`src/rtl/stream_pkg.sv`:
```
// rtl/stream_pkg.sv - mode encodings, frame layout constants and sizing helper for the RF/audio packer
package stream_pkg;

  typedef enum logic [1:0] {
    MODE_RF         = 2'b00,
    MODE_RF_AUDIO   = 2'b01,
    MODE_TEST16     = 2'b10,
    MODE_TEST_AUDIO = 2'b11
  } mode_e;

  // Wide enough for any side field; callers truncate to their own width.
  localparam logic [63:0] SYNC_SIDE = '1;

  localparam int WORD_SYNC   = 0;
  localparam int WORD_STATUS = 1;
  localparam int WORD_AUDIO0 = 2;

  localparam int TEST_CNT_WIDTH = 16;

  function automatic int ceil_div(input int num, input int den);
    return (num + den - 1) / den;
  endfunction

endpackage

```
`src/rtl/audio_channel_capture.sv`:
```
// rtl/audio_channel_capture.sv - one audio channel: holding register, pending/fresh tracking, sticky overrun
module audio_channel_capture #(
  parameter int AUDIO_WIDTH = 24
) (
  input  logic                   clk_i,
  input  logic                   rst_ni,
  input  logic                   snap_i,
  input  logic                   ready_i,
  input  logic [AUDIO_WIDTH-1:0] sample_i,
  output logic [AUDIO_WIDTH-1:0] snap_o,
  output logic                   fresh_o,
  output logic                   overrun_o
);

  logic [AUDIO_WIDTH-1:0] hold_q;
  logic [AUDIO_WIDTH-1:0] snap_q;
  logic                   pend_q;
  logic                   fresh_q;
  logic                   ovr_q;

  // Snapshot takes the value held before this cycle; a strobe landing on the
  // snapshot cycle is queued for the next frame and never counts as overrun.
  always_ff @(posedge clk_i) begin
    if (!rst_ni) begin
      hold_q  <= '0;
      snap_q  <= '0;
      pend_q  <= 1'b0;
      fresh_q <= 1'b0;
      ovr_q   <= 1'b0;
    end else begin
      if (ready_i) begin
        hold_q <= sample_i;
      end
      if (snap_i) begin
        snap_q  <= hold_q;
        fresh_q <= pend_q;
        pend_q  <= ready_i;
      end else if (ready_i) begin
        pend_q <= 1'b1;
        if (pend_q) begin
          ovr_q <= 1'b1;
        end
      end
    end
  end

  assign snap_o    = snap_q;
  assign fresh_o   = fresh_q;
  assign overrun_o = ovr_q;

endmodule

```
`src/rtl/rf_audio_stream_packer.sv`:
```
// rtl/rf_audio_stream_packer.sv - packs RF samples with a framed audio/status side-channel into output words
module rf_audio_stream_packer
  import stream_pkg::*;
#(
  parameter int RF_WIDTH       = 10,
  parameter int DATA_WIDTH     = 16,
  parameter int AUDIO_CHANNELS = 4,
  parameter int AUDIO_WIDTH    = 24,
  parameter int FRAME_WORDS    = 512
) (
  input  logic                                  clock,
  input  logic                                  nReset,
  input  logic [RF_WIDTH-1:0]                   adc_databus,
  input  logic [1:0]                            mode_req,
  input  logic [AUDIO_CHANNELS*AUDIO_WIDTH-1:0] audio_samples,
  input  logic [AUDIO_CHANNELS-1:0]             audio_ready,
  output logic [DATA_WIDTH-1:0]                 dataOut,
  output logic                                  frame_start,
  output logic                                  audio_overrun
);

  localparam int SIDE_WIDTH = DATA_WIDTH - RF_WIDTH;
  localparam int SLICES     = ceil_div(AUDIO_WIDTH, SIDE_WIDTH);
  localparam int PAD_WIDTH  = SLICES * SIDE_WIDTH;
  localparam int IDX_WIDTH  = $clog2(FRAME_WORDS);

  logic [RF_WIDTH-1:0]       adc_q;
  logic [IDX_WIDTH-1:0]      word_idx_q;
  logic [IDX_WIDTH-1:0]      out_idx_q;
  logic                      vld_q;
  logic [1:0]                seq_q;
  mode_e                     mode_q;
  logic [TEST_CNT_WIDTH-1:0] tcnt_q;
  logic [DATA_WIDTH-1:0]     data_d;
  logic [SIDE_WIDTH-1:0]     side_d;
  logic [RF_WIDTH-1:0]       rf_d;
  logic [PAD_WIDTH-1:0]      pad_d;
  logic                      snap_cycle;
  logic                      last_word;
  logic                      test_mode;
  logic [AUDIO_WIDTH-1:0]    snap [AUDIO_CHANNELS];
  logic [AUDIO_CHANNELS-1:0] fresh;
  logic [AUDIO_CHANNELS-1:0] ovr;

  assign snap_cycle    = (word_idx_q == '0);
  assign last_word     = (word_idx_q == IDX_WIDTH'(FRAME_WORDS - 1));
  assign test_mode     = (mode_q == MODE_TEST16) || (mode_q == MODE_TEST_AUDIO);
  assign audio_overrun = |ovr;

  for (genvar c = 0; c < AUDIO_CHANNELS; c++) begin : g_chan
    audio_channel_capture #(
      .AUDIO_WIDTH(AUDIO_WIDTH)
    ) u_cap (
      .clk_i    (clock),
      .rst_ni   (nReset),
      .snap_i   (snap_cycle),
      .ready_i  (audio_ready[c]),
      .sample_i (audio_samples[c*AUDIO_WIDTH +: AUDIO_WIDTH]),
      .snap_o   (snap[c]),
      .fresh_o  (fresh[c]),
      .overrun_o(ovr[c])
    );
  end

  // Second stage word assembly; out_idx_q is the frame position of the sample in adc_q.
  always_comb begin
    side_d = '0;
    rf_d   = adc_q;
    pad_d  = '0;
    if (mode_q == MODE_TEST_AUDIO) begin
      rf_d = RF_WIDTH'(tcnt_q);
    end
    if ((mode_q == MODE_RF_AUDIO) || (mode_q == MODE_TEST_AUDIO)) begin
      if (out_idx_q == IDX_WIDTH'(WORD_SYNC)) begin
        side_d = SIDE_WIDTH'(SYNC_SIDE);
      end else if (out_idx_q == IDX_WIDTH'(WORD_STATUS)) begin
        side_d = SIDE_WIDTH'({seq_q, 4'(fresh)}) << (SIDE_WIDTH - 6);
      end else begin
        for (int c = 0; c < AUDIO_CHANNELS; c++) begin
          for (int k = 0; k < SLICES; k++) begin
            if (out_idx_q == IDX_WIDTH'(WORD_AUDIO0 + c*SLICES + k)) begin
              pad_d  = PAD_WIDTH'(snap[c]) << (PAD_WIDTH - AUDIO_WIDTH);
              side_d = pad_d[(SLICES-1-k)*SIDE_WIDTH +: SIDE_WIDTH];
            end
          end
        end
      end
    end
    data_d = (mode_q == MODE_TEST16) ? DATA_WIDTH'(tcnt_q) : {side_d, rf_d};
  end

  // Frame counter, mode latch at word 0, and the two pipeline registers.
  always_ff @(posedge clock) begin
    if (!nReset) begin
      adc_q       <= '0;
      word_idx_q  <= '0;
      out_idx_q   <= '0;
      vld_q       <= 1'b0;
      seq_q       <= '0;
      mode_q      <= MODE_RF;
      tcnt_q      <= '0;
      dataOut     <= '0;
      frame_start <= 1'b0;
    end else begin
      adc_q      <= adc_databus;
      out_idx_q  <= word_idx_q;
      vld_q      <= 1'b1;
      word_idx_q <= last_word ? '0 : word_idx_q + 1'b1;
      if (last_word) begin
        seq_q <= seq_q + 1'b1;
      end
      if (snap_cycle) begin
        mode_q <= mode_e'(mode_req);
      end
      dataOut     <= vld_q ? data_d : '0;
      frame_start <= vld_q && (out_idx_q == '0);
      if (vld_q && test_mode) begin
        tcnt_q <= tcnt_q + 1'b1;
      end
    end
  end

endmodule

```
`config.mk`:
```
export PLATFORM = sky130hd
export DESIGN_NAME = rf_audio_stream_packer
export DESIGN_NICKNAME = d
export VERILOG_FILES = /design/src/rtl/stream_pkg.sv /design/src/rtl/audio_channel_capture.sv /design/src/rtl/rf_audio_stream_packer.sv
export SDC_FILE = /design/constraint.sdc
export NUM_CORES = 1
export LEC_CHECK = 0
export ABC_AREA = 1
export CORE_MARGIN = 2
export CORE_UTILIZATION = 50
export DETAILED_ROUTE_END_ITERATION = 7
export PLACE_DENSITY = 0.72
export SYNTH_ARGS = -nofsm -noshare
export SYNTH_HDL_FRONTEND = slang
export SYNTH_SLANG_ARGS = --single-unit
```
`constraint.sdc`:
```
create_clock -name clock -period 4.5 [get_ports clock]
set_clock_uncertainty 0.1 [all_clocks]
set_input_delay 0.9 -clock clock [delete_from_list [all_inputs] [get_ports clock]]
set_output_delay 0.9 -clock clock [all_outputs]
set_load 0.1 [all_outputs]
```
==> run_results.csv <==
group,metric,value,unit
setup_path,cp_slowest_stage_delay,1.16,ns
grt,grtUsageTotal,22.0,%
final_layout,fin_util,62.4,%
synthesis,seq_area_frac_synth,52.1,%
synthesis,netlist_area,10400,um2
drt,drc_errors,0,
die,die_h,148,um
die,rows,52,
setup_path,reg2reg_to,"dataOut[14]",
synthesis,ys_types,31,
pwr,p_leak,5.25,nW
placed_design,portBuffers,131,
grt,overflow,0,
synthesis,syn_area_per_cell,7.39,um2
die,initial_utilization,51.2,%
synthesis,synth_fa_ha_area_share,0.482,%
placed_design,preCtsSetupSlack,1.64,ns
synthesis,synthXorXnorAreaFrac,0.0843,%
synthesis,synth_top_family_by_area,"simple AND/OR/NAND/NOR gates",
pwr,irDropWorstVdd,0.236,mV
clock_network,cts_hold_buf,0,
timing,worstMarginPinSlew,1.20,ns
clock_network,cts_htree_levels,1,
setup_path,worstPathRequired,3.50,ns
setup_path,cp_max_fo,2,
setup_path,cp_cell_sequence,"inv_1 -> nand4_1 -> clkdlybuf4s50_1",
drt,drt_wl_total,24100,um
clock_network,insertion_delay,0.53,ns
placed_design,dpl-instance-area,11800,um2
setup_path,crit_slowest_cell,"clkdlybuf4s50_1",
min_path,hp-class,"reg -> reg",
timing,fin_crit,3.19,ns
clock_network,cts_buffers,27,
min_path,min_to,"out_idx_q[3]",
die,die_w,148,um
drt,vias_per_cell,5.02,
clock_network,cts_max_path_buffers,3,
clock_network,clock-sinks,270,
min_path,hold_start,"word_idx_q[3]",
drt,drtIter0Drc,467,
drt,postRouteAntennaNets,0,
setup_path,cp_top_family,"buffers and inverters",
clock_network,cts_tree,"done",
final_layout,layout-drive-gt1-share,5.39,%
timing,slew_viol_final,0,
timing,maxSlewHeadroom,20.0,%
setup_path,crit_type,"reg -> out",
clock_network,post_cts.repair.setup_buffers,0,
grt,grt_max_degree,184,
grt,antenna_found_initial,0,
synthesis,ys_warn_count,0,
timing,period_share,71.0,%
grt,grt_pass1_vias,8509,
setup_path,crit_arrival,2.19,ns
synthesis,synth-simple-area-share,25.1,%
setup_path,worst_r2r_startpoint,"out_idx_q[5]",
setup_path,cp.buffers_inverters,2,
placed_design,place.gp.congestion,0.855,
timing,fin_ws,1.31,ns
placed_design,hpwl,16100,um
synthesis,synth_compound_area_share,15.3,%
final_layout,final_nets,1618,
clock_network,cts_resized,0,
synthesis,muxShareOfSynthArea,0,%
final_layout,num_antenna_cells,0,
synthesis,syn-instance-count,1406,
setup_path,endpoint_kind,"output port",
clock_network,cts-root-buf,"clkbuf_16",
outcome,status,"completed",
die,num_io_pins,132,
drt,vias,8984,
timing,fmax,313,MHz
die,dieArea,21900,um2
drt,drtPass1Iterations,5,
timing,rsz0062_at_grt,"no",
job,cap_viol_max_count,0,
setup_path,r2r_cells,15,
final_layout,area_growth_syn_to_layout,22.0,%
min_path,hold-path-cell-count,2,
timing,setup_tns,0,ns
clock_network,path_clk_slew,0.06,ns
drt,wl_per_cell,13.5,um
synthesis,syn_nets,1524,
setup_path,r2r_slack,1.76,ns
timing,hold_viol_final,0,
setup_path,start_kind,"flip-flop",
pwr,power.density,435,nW/um2
final_layout,finalInstanceArea,12700,um2
timing,setup_viol,0,
synthesis,synth_seq_cells,270,
die,coreArea,20300,um2
grt,grt_pass1_wl,40400,um
cell type report:
class,instances,area (um2)
tap,270,338
clock buffer,41,788
inverter,119,448
multi-input combinational,946,4260
clock inverter,8,68.8
timing repair buffer,136,1360
sequential,270,5410
fill,1886,7630
routing by layer:
metal  global-route usage (%)  vias up  routed length [um]
li1                         -     4714                   -
met3                     3.34       42                1260
met4                     5.81        0                 492
met1                     31.1     4005               11800
met5                        0        -                   0
met2                     35.3      223               10600
report_power, final:
part | internal, mW | switching [mW]
combinational | 0.245 | 0.413
sequential | 2.59 | 0.0985
clock | 1.26 | 0.902
total | 4.09 | 1.41
worst max-delay path by stage:
| stage | startpoint | to | cells past startpoint | slack, ns |
|---|---|---|---|---|
| 6_report | g_chan[3].u_cap.overrun_o | audio_overrun | 3 | 1.31 |
| 5_1_grt | g_chan[3].u_cap.overrun_o | audio_overrun | 3 | 1.24 |
| 4_1_cts | g_chan[3].u_cap.overrun_o | audio_overrun | 3 | 1.27 |
| 3_5_place_dp | audio_ready[1] | g_chan[1].u_cap.hold_q[1] | 4 | 1.64 |
| 3_3_place_gp | audio_ready[1] | g_chan[1].u_cap.hold_q[23] | 4 | 1.72 |
| 2_1_floorplan | g_chan[3].u_cap.overrun_o | audio_overrun | 2 | 2.26 |
cell usage in the layout, fill, tap and decap left out, types with 8 or more instances in the layout:
cell type,count
a21oi_1,73
clkbuf_1,8
clkbuf_16,27
clkdlybuf4s50_1,130
dfxtp_1,270
inv_1,104
inv_2,13
nand2_1,132
nand3_1,43
nand4_1,18
nor2_1,400
nor3_1,12
o21ai_0,224
registers in the layout (all words and copies together) (netlist names):
register,cells
mode_q,2
seq_q,2
adc_q,10
g_chan.u_cap.overrun_o,4
frame_start,1
g_chan.u_cap.hold_q,96
dataOut,16
g_chan.u_cap.snap_o,96
word_idx_q,9
vld_q,1
out_idx_q,9
tcnt_q,16
g_chan.u_cap.fresh_o,4
g_chan.u_cap.pend_q,4
synthesized netlist by cell type, drive strengths merged:
library cell | number | area share, %
nor2 | 406 | 15
dfxtp | 270 | 52
o21ai | 227 | 11
nand2 | 136 | 5.0
inv | 117 | 4.2
a21oi | 73 | 3.5
clkbuf | 64 | 2.3
nand3 | 45 | 2.3
nor3 | 19 | 1.3
nand4 | 18 | 1.1
buf | 7 | 0.35
o2111ai | 6 | 0.51
ha | 4 | 0.48
nor4 | 4 | 0.30
o21a | 4 | 0.29
clkinv | 2 | 0.084
nand3b | 1 | 0.19
o21bai | 1 | 0.072
or4 | 1 | 0.072
xnor2 | 1 | 0.084
worst register-to-register path: stages, from the launching register on:
cell,delay (ns)
dfxtp_1,0.35
nor2_1,0.05
nand2_1,0.43
inv_1,0.25
nand2_1,0.22
nor2_1,0.06
nor2_1,0.24
nand4_1,0.14
nand2_1,0.11
nand4_1,0.11
nor2_1,0.16
nand3_1,0.10
nand2_1,0.08
nand3_1,0.07
nand2_1,0.06
a21oi_1,0.07
cell families after synthesis:
logic type,Yosys count
flops,270
compound gates,311
xor+xnor,1
buf+inv,190
simple gates,630
fa+ha+maj,4
metrics by stage:
step | cells | power, mW | hold slack, ns
finish | 1790 | 5.51 | 0.331
global route | 1790 | 5.76 | 0.352
CTS | 1790 | 5.54 | 0.335
detailed placement | 1741 | 3.40 | 0.331
global placement | 1741 | 3.38 | 0.323
floorplan | 1406 | 3.15 | 0.307
Note: power is estimated with default switching activity, not from simulation.
